## src/rtl/timer_pkg.sv

```systemverilog
// ----------------------------------------------------------------------------
// timer_pkg
// Shared constants for the compare-timer interrupt controller: register word
// addresses, CTRL / STATUS bit positions and the controller state encoding.
// ----------------------------------------------------------------------------
package timer_pkg;

    // Register word addresses (value on the A select lines)
    localparam logic [1:0] ADDR_CTRL   = 2'd0;
    localparam logic [1:0] ADDR_CMP    = 2'd1;
    localparam logic [1:0] ADDR_PERIOD = 2'd2;
    localparam logic [1:0] ADDR_STATUS = 2'd3;

    // CTRL bit positions
    localparam int CTRL_EN       = 0;
    localparam int CTRL_PERIODIC = 1;
    localparam int CTRL_IE       = 2;

    // STATUS bit positions (state occupies bits 3:2)
    localparam int STAT_PEND = 0;
    localparam int STAT_OVR  = 1;

    // Controller state, readable through STATUS[3:2]
    typedef enum logic [1:0] {
        ST_IDLE    = 2'd0,
        ST_ARMED   = 2'd1,
        ST_EXPIRED = 2'd2
    } state_e;

endpackage : timer_pkg

```

## src/rtl/timer_irq_ctrl_if.sv

```systemverilog
// ----------------------------------------------------------------------------
// timer_irq_ctrl_if
// Simple register bus between a core (master) and the timer interrupt
// controller (slave).
//   A  : register word select (CTRL / CMP / PERIOD / STATUS)
//   WD : write data
//   WE : write strobe for the register selected by A
//   RD : combinational read data of the register selected by A
// ----------------------------------------------------------------------------
interface timer_irq_ctrl_if;

    logic [1:0]  A;
    logic [31:0] WD;
    logic        WE;
    logic [31:0] RD;

    modport master (output A, output WD, output WE, input  RD);
    modport slave  (input  A, input  WD, input  WE, output RD);

endinterface : timer_irq_ctrl_if

```

## src/rtl/timer_cmp_match.sv

```systemverilog
// ----------------------------------------------------------------------------
// timer_cmp_match
// Detects a compare match once per timer step: the timer must equal the
// compare value AND differ from its value sampled on the previous clock, so
// a prescaled timer that holds a value for many cycles yields one match.
// Ports:
//   clk, rst_n : clock, asynchronous active-low reset
//   i_timer    : current free-running timer count
//   i_cmp      : compare value
//   o_match    : combinational match indication for this cycle
// ----------------------------------------------------------------------------
module timer_cmp_match (
    input  logic        clk,
    input  logic        rst_n,
    input  logic [31:0] i_timer,
    input  logic [31:0] i_cmp,
    output logic        o_match
);

    logic [31:0] r_prev;

    // Reset value 0 means the first sample after reset only matches when it
    // is non-zero and equal to the compare value.
    always_ff @(posedge clk or negedge rst_n) begin
        if (!rst_n) begin
            r_prev <= '0;
        end else begin
            // NOTE: non-blocking assignment for all clocked state so every
            // register samples pre-edge values regardless of block ordering.
            r_prev <= i_timer;
        end
    end

    assign o_match = (i_timer == i_cmp) && (i_timer != r_prev);

endmodule : timer_cmp_match

```

## src/rtl/timer_irq_ctrl.sv

```systemverilog
// ----------------------------------------------------------------------------
// timer_irq_ctrl
// Compare-timer interrupt controller. Watches an external free-running timer,
// raises PEND on a compare match while ARMED, optionally reloads CMP by
// PERIOD (periodic mode) and drives a registered level interrupt.
// Ports:
//   clk, rst_n : clock, asynchronous active-low reset
//   bus        : register bus slave (A, WD, WE in; RD out)
//   timer_val  : current count of the free-running timer peripheral
//   irq        : registered PEND & IE
// Registers: CTRL{IE,PERIODIC,EN}, CMP, PERIOD, STATUS{state,OVR,PEND}
// ----------------------------------------------------------------------------
module timer_irq_ctrl
    import timer_pkg::*;
#(
    parameter logic [31:0] RESET_CMP = 32'hFFFF_FFFF
) (
    input  logic              clk,
    input  logic              rst_n,
    timer_irq_ctrl_if.slave   bus,
    input  logic [31:0]       timer_val,
    output logic              irq
);

    logic [2:0]  r_ctrl;
    logic [31:0] r_cmp;
    logic [31:0] r_period;
    logic        r_pend;
    logic        r_ovr;
    logic        r_irq;
    state_e      r_state;
    state_e      w_state_nxt;

    logic w_wr_ctrl;
    logic w_wr_cmp;
    logic w_wr_period;
    logic w_wr_status;
    logic w_match_raw;
    logic w_armed;
    logic w_hit;

    assign w_wr_ctrl   = bus.WE && (bus.A == ADDR_CTRL);
    assign w_wr_cmp    = bus.WE && (bus.A == ADDR_CMP);
    assign w_wr_period = bus.WE && (bus.A == ADDR_PERIOD);
    assign w_wr_status = bus.WE && (bus.A == ADDR_STATUS);

    timer_cmp_match u_match (
        .clk     (clk),
        .rst_n   (rst_n),
        .i_timer (timer_val),
        .i_cmp   (r_cmp),
        .o_match (w_match_raw)
    );

    // A match only counts while ARMED, and a simultaneous CMP write wins.
    assign w_hit = w_match_raw && w_armed && !w_wr_cmp;

    // ---------------- FSM: state register ----------------
    always_ff @(posedge clk or negedge rst_n) begin
        if (!rst_n) begin
            r_state <= ST_IDLE;
        end else begin
            r_state <= w_state_nxt;
        end
    end

    // ---------------- FSM: next state ----------------
    always_comb begin
        // NOTE: default assignment first so no path leaves the signal
        // unassigned, which would otherwise infer a latch.
        w_state_nxt = r_state;
        if (w_wr_ctrl && !bus.WD[CTRL_EN]) begin
            w_state_nxt = ST_IDLE;
        end else begin
            case (r_state)
                ST_IDLE: begin
                    if (r_ctrl[CTRL_EN]) w_state_nxt = ST_ARMED;
                end
                ST_ARMED: begin
                    if (w_hit && !r_ctrl[CTRL_PERIODIC]) w_state_nxt = ST_EXPIRED;
                end
                ST_EXPIRED: begin
                    if (w_wr_cmp && r_ctrl[CTRL_EN]) w_state_nxt = ST_ARMED;
                end
                default: w_state_nxt = ST_IDLE;
            endcase
        end
    end

    // ---------------- FSM: outputs ----------------
    always_comb begin
        w_armed = 1'b0;
        case (r_state)
            ST_ARMED: w_armed = 1'b1;
            default:  w_armed = 1'b0;
        endcase
    end

    // ---------------- Registers ----------------
    always_ff @(posedge clk or negedge rst_n) begin
        if (!rst_n) begin
            r_ctrl   <= '0;
            r_cmp    <= RESET_CMP;
            r_period <= '0;
            r_pend   <= 1'b0;
            r_ovr    <= 1'b0;
            r_irq    <= 1'b0;
        end else begin
            if (w_wr_ctrl)   r_ctrl   <= bus.WD[2:0];
            if (w_wr_period) r_period <= bus.WD;

            if (w_wr_cmp) begin
                r_cmp <= bus.WD;
            end else if (w_hit && r_ctrl[CTRL_PERIODIC]) begin
                r_cmp <= r_cmp + r_period;
            end

            // Set wins over write-1-clear.
            if (w_hit) begin
                r_pend <= 1'b1;
            end else if (w_wr_status && bus.WD[STAT_PEND]) begin
                r_pend <= 1'b0;
            end

            if (w_hit && r_pend) begin
                r_ovr <= 1'b1;
            end else if (w_wr_status && bus.WD[STAT_OVR]) begin
                r_ovr <= 1'b0;
            end

            r_irq <= r_pend && r_ctrl[CTRL_IE];
        end
    end

    assign irq = r_irq;

    // ---------------- Read mux ----------------
    always_comb begin
        bus.RD = '0;
        case (bus.A)
            ADDR_CTRL:   bus.RD = {29'd0, r_ctrl};
            ADDR_CMP:    bus.RD = r_cmp;
            ADDR_PERIOD: bus.RD = r_period;
            ADDR_STATUS: bus.RD = {28'd0, r_state, r_ovr, r_pend};
            default:     bus.RD = '0;
        endcase
    end

endmodule : timer_irq_ctrl

```

## src/flat_wrapper.sv

```systemverilog
// flat-port wrapper written by rule: the top's interface ports become plain ports
module timer_irq_ctrl_flat import timer_pkg::*;
#(
    parameter logic [31:0] RESET_CMP = 32'hFFFF_FFFF
)
  (clk, rst_n, timer_val, irq, bus_A, bus_WD, bus_WE, bus_RD);
  timer_irq_ctrl_if bus_i ();
  input  logic clk;
  input  logic rst_n;
  input  logic [31:0] timer_val;
  output logic irq;
  input wire logic [$bits(bus_i.A)-1:0] bus_A;
  input wire logic [$bits(bus_i.WD)-1:0] bus_WD;
  input wire logic [$bits(bus_i.WE)-1:0] bus_WE;
  output wire logic [$bits(bus_i.RD)-1:0] bus_RD;
  assign bus_i.A = bus_A;
  assign bus_i.WD = bus_WD;
  assign bus_i.WE = bus_WE;
  assign bus_RD = bus_i.RD;
  timer_irq_ctrl #(.RESET_CMP(RESET_CMP)) u_core (.clk(clk), .rst_n(rst_n), .bus(bus_i), .timer_val(timer_val), .irq(irq));
endmodule
```

## config.mk

```make
export PLATFORM = sky130hd
export DESIGN_NAME = timer_irq_ctrl_flat
export DESIGN_NICKNAME = d
export VERILOG_FILES = /design/src/rtl/timer_pkg.sv /design/src/rtl/timer_irq_ctrl_if.sv /design/src/rtl/timer_cmp_match.sv /design/src/rtl/timer_irq_ctrl.sv /design/src/flat_wrapper.sv
export SDC_FILE = /design/constraint.sdc
export NUM_CORES = 1
export LEC_CHECK = 0
export BUFFER_PORTS_ARGS = -buffer_cell sky130_fd_sc_hd__buf_4
export CORE_MARGIN = 4
export CORE_UTILIZATION = 62
export CTS_CLUSTER_DIAMETER = 60
export DETAILED_ROUTE_END_ITERATION = 6
export PLACE_DENSITY_LB_ADDON = 0.25
export SLEW_MARGIN = 20
export SYNTH_ARGS = -nofsm -noshare
export SYNTH_HDL_FRONTEND = slang
export SYNTH_SLANG_ARGS = --single-unit
```

## constraint.sdc

```tcl
create_clock -name clk -period 5 [get_ports clk]
set_clock_uncertainty 0.15 [all_clocks]
set_input_delay 1 -clock clk [delete_from_list [all_inputs] [get_ports clk]]
set_output_delay 1 -clock clk [all_outputs]
set_load 0.01 [all_outputs]
```

After elaboration in Yosys (flattened, before gate mapping)

Index checks and enable logic that the tools add are counted.

Register bits: 104
Input port bits: 69
Logic and storage cells: 56

$add $sub $neg: 1
Eq/ne operators: 10
Multiplexer cells: 13
Reductions and logical operators: 24

Operator list:

| cell                 | number |
|---|---|
| $pmux W32 S4         | 1 |
| $mux W32             | 2 |
| $add A32 B32 Y32     | 1 |
| $eq A32 B32 Y1       | 1 |
| $ne A32 B32 Y1       | 1 |
| $logic_and A1 B1 Y1  | 15 |
| $ne A3 B1 Y1 const B | 3 |
| $mux W2              | 4 |
| $eq A2 B2 Y1 const B | 3 |
| $pmux W2 S3          | 1 |
| $reduce_bool A2 Y1   | 3 |
| $mux W1              | 5 |
| $eq A2 B1 Y1 const B | 2 |
| $logic_not A2 Y1     | 2 |
| $logic_not A1 Y1     | 3 |
| $reduce_and A3 Y1    | 1 |

Depth between registers and ports, before layout

Depth in word-level cells: 8
Depth in mapped cells: 12

Modules after synthesis

From an unflattened synthesis, not the netlist that was laid out.

Cell total of the unflattened synthesis: 666
Area total of the unflattened synthesis: 6575.1 µm²

Modules (own cells, without submodules):

| module          | instances | cells an instance | area each (µm²) | sequential area each (µm²) |
|---|---|---|---|---|
| timer_irq_ctrl  | 1         | 549               | 5062.4          | 1841.8 |
| timer_cmp_match | 1         | 117               | 1512.7          | 800.8 |

Worst setup path after synthesis

No wires, ideal clock.

Kind: input to output
Start: input bus_A[0]
End: output bus_RD[11]
Arrival time: 2310 ps
Required time: 3850 ps
Setup slack: 1540 ps
Stages: 5
Path buffers: 3
Cell sequence: clkbuf_1 nor2b_1 clkbuf_1 clkbuf_1 a22o_1

Longest elaborated chain between the ends: 2
Elaborated cells on any way between the ends: 5

Ends and longest elaborated chain:

| element                                    | RTL line              | text |
|---|---|---|
| start, declared                            | flat_wrapper.sv:12    | `input wire logic [$bits(bus_i.A)-1:0] bus_A;` |
| $eq A2 B2 Y1, or another cell as far along | timer_irq_ctrl.sv:140 | `case (bus.A)` |
| $pmux W32 S4 *                             | timer_irq_ctrl.sv:140 |  |
| end, declared                              | flat_wrapper.sv:15    | `output wire logic [$bits(bus_i.RD)-1:0] bus_RD;` |

Mark *: on every way between the ends. The rest lies on a longest branch, timed or not.

Worst setup path after layout

Start: register u_core.r_cmp[0]
End: register u_core.r_cmp[30]

Longest elaborated chain between the ends: 6
Elaborated cells on any way between the ends: 9

Ends and longest elaborated chain:

| element                                                  | RTL line              | text |
|---|---|---|
| start, declared                                          | timer_irq_ctrl.sv:26  | `logic [31:0] r_cmp;` |
| start signal, assigned                                   | timer_irq_ctrl.sv:113 | `r_cmp <= bus.WD;` |
| start signal, assigned                                   | timer_irq_ctrl.sv:115 | `r_cmp <= r_cmp + r_period;` |
| branches (longest 6 deep; another with $add A32 B32 Y32) | n/a                   |  |

Parallel ways; which one is timed is not known. The select of a mux whose other input is x is not followed.
A chain may end at the register's enable or synchronous reset.

==> impl_results.md <==
* FF+latch count, synth at 104
* WS Path Type: flop to flop
* FF+latch area at 2643 um^2
* Die Span X at 108.6 um
* Final Power at 2.757 mW
* Most common cell in the netlist: dfrtp_1
* Final #Nets at 799
* CTS clock-pin slew for the worst setup and hold paths at 0.10 ns
* Worst-Skew Late Latency at 0.37 ns
* FFs w/ async S/R, synth at 1.000
* Share of layout cells above drive strength 1 at 0.2817
* Finished Core Util at 0.7527
* Syn Nets at 707
* Tcrit/Tclk final at 0.7734
* Arr. time, crit path at 4.01 ns
* Global-route wire length before repair at 26600 um
* Crit path cell chain: ha_1, inv_1, fa_1, nor2b_1, o31a_1, nor3_1, nor4b_1, o31ai_1, o31ai_1, a22oi_1, mux2_1, o211ai_1
* Max_cap viols at 0
* Netlist cell types at 50
* Final setup violation count at 0
* Die height at 108.6 um
* CTS Hold Bufs at 0
* Status: finished clean
* Cell count after synthesis at 606
* Critical Path Max Stage Delay at 0.58 ns
* Hold Crit Class: flop to flop
* Most used DFF post-synth: dfrtp_1
* Crit-path most repeated cell: o31ai_1
* Post-synthesis sequential area ratio at 0.4209
* Vias in the first global route at 5097
* Routability cong. at 0.9518
* CP startpoint kind: flop
* CTS Root Cell: clkbuf_8
* I/O pin count at 102
* Mapped cell area at 6279 um^2
* Clock tree sinks at 104
* Synth-to-layout area growth at 17.72%
* Die Area at 11800 um^2
* Post-synth EDFFs at 0
* Avg Vias per Cell at 6.317
* Reg2Reg Setup Slack at 1.13 ns
* Synth top area cells: dfrtp_1 29%, dfstp_2 13%, xnor2_1 7.4%, mux2_2 6.5%, ha_1 6.2%
* Post-CTS Resized at 0
* Final min period at 3.867 ns
* Cts bufs inserted at 9
* CP max FO at 4
* IO Port Bufs at 101
* Hold_ws at 0.3742 ns
* GRT Util Overall at 0.2937
* Total Neg Setup Slack at 0 ns
* Area of the multi-input gates at 3513 um^2
* Worst-margin pin slew at 0.9974 ns
* Leading area contributor after synthesis: dfrtp_1
* Via count at 5281
* Slew headroom at 0.3336
* Synthesis warning total at 0
* Wire length per cell at 20.19 um
* Post-synth top cells: 72 x dfrtp_1, 53 x xnor2_1, 48 x nand2_1
* Number of diodes at 0
* Hold Violations, Final at 0
* # fillers at 720
* Avg Cell Area, Syn at 10.36 um^2
* Antenna viol nets, final at 0
* CTS tree: yes
* Worst Path Required at 5.15 ns
* RSZ-0062 raised after global routing: no
* First DRT Iteration DRCs at 356
* Total power divided by cell area at 373.0 nW/um^2
* Worst vdd ir at 0.2073 mV
* Slew Limit Fails at 0
* Antenna violations before repair at 0
* Fmax at 258.6 MHz
* Clock Tree Buf Depth at 2
* Leakage Power at 3.242 nW
* Core Area at 9819 um^2
* Drt drc at 0
* H-tree levels at 3
* WP buf/inv at 1
* Routed WL at 16880 um
* CP top delay family: compound AO/OA/AOI/OAI gates
* Congestion Overflow GR at 0
* Core Rows at 36
* Largest net degree at the start of global routing at 67
* Initial core utilization at 0.6394
* Post-CTS setup buffer count at 0
* 1st-pass router iterations at 7
* CP max stage cell: dfstp_2
* Yosys top cell area share at 0.2870
* Element type at the critical path end: flop
* Final HPWL DP at 12290 um
==> power breakdown <==
part / internal [mW] / total [mW] / switching (mW) / leakage, nW
sequential: 0.984 / 1.12 / 0.132 / 1.19
clock: 0.310 / 0.595 / 0.285 / 0.114
combinational: 0.488 / 1.05 / 0.558 / 1.94
total: 1.78 / 2.76 / 0.976 / 3.24
==> state kept, by name (all words and copies together) (netlist names) <==
| signal | flops |
|---|---|
| u_core.r_pend | 1 |
| u_core.r_cmp | 32 |
| u_core.r_state | 2 |
| u_core.r_ctrl | 3 |
| u_core.irq | 1 |
| u_core.u_match.r_prev | 32 |
| u_core.r_period | 32 |
| u_core.r_ovr | 1 |
==> cell families after synthesis <==
group | count (synthesis) | synth area share
adder cells (fa/ha/maj) | 32 | 0.06497
XOR/XNOR | 89 | 0.1242
multiplexers | 43 | 0.08190
AND/OR/NAND/NOR | 126 | 0.09785
flip-flops | 104 | 0.4209
buffers and inverters | 37 | 0.02252
AO/OA/AOI/OAI | 175 | 0.1877
==> cell usage in the layout (no fill, tap or decap), types with 6 or more instances in the layout <==
cell        n
o211ai_1   14
nor2_1     17
buf_4     107
nand4_1    13
a31oi_1     6
a21oi_1    32
xor2_1     36
nand2_1    48
ha_1       31
a22o_1     30
nor2b_1     6
o21ai_1    21
dfstp_2    32
a21o_1     13
clkbuf_8   11
nor4_1      7
inv_1      11
dfrtp_1    72
o21ai_0    17
a22oi_1    18
mux2_2     36
a211oi_1    6
nand3_1    13
xnor2_1    53
==> through the flow <==
| stage | worst slack, ns | std cells | instance area (um^2) |
|---|---|---|---|
| after floorplan | 1.540 | 606 | 6279 |
| after global placement | 0.9282 | 820 | 7167 |
| after detailed placement | 0.8713 | 820 | 7167 |
| after CTS | 1.197 | 836 | 7391 |
| after global routing | 0.9883 | 836 | 7391 |
| final | 1.133 | 836 | 7391 |
==> worst paths after layout <==
kind	start	to	cells past startpoint
hold reg to reg	u_core.r_cmp[3]	u_core.r_cmp[3]	2
min in group asynchronous	rst_n	u_core.irq	1
hold / removal	u_core.r_cmp[3]	u_core.r_cmp[3]	2
setup reg to reg	u_core.r_cmp[0]	u_core.r_cmp[30]	12
max in group asynchronous	rst_n	u_core.r_cmp[31]	2
setup / recovery	u_core.r_cmp[0]	u_core.r_cmp[30]	12
==> cell type report <==
| class | count | share of cell area |
|---|---|---|
| clock buffer | 13 | 0.02150 |
| clock inverter | 3 | 0.008803 |
| inverter | 11 | 0.005587 |
| multi-input combinational | 465 | 0.4754 |
| sequential | 104 | 0.3575 |
| tap | 133 | 0.02252 |
| timing repair buffer | 107 | 0.1087 |
==> routing by layer <==
layer / GRT usage / wire [um] / share of wire / vias to the layer above
met5: 0 / 0 / 0 / -
met4: 0.08747 / 289 / 0.017 / 0
met3: 0.04973 / 1352 / 0.080 / 28
met2: 0.4678 / 7881 / 0.47 / 251
met1: 0.4155 / 7355 / 0.44 / 2593
li1: - / - / - / 2409
==> worst reg2reg max path: stages, from the launching register on <==
cell and delay (ns):
dfstp_2 0.58, ha_1 0.20, inv_1 0.07, fa_1 0.40, nor2b_1 0.17, o31a_1 0.18
nor3_1 0.08, nor4b_1 0.46, o31ai_1 0.29, o31ai_1 0.54, a22oi_1 0.16, mux2_1 0.34
o211ai_1 0.17
No activity file was read; power rests on OpenSTA's default activity.
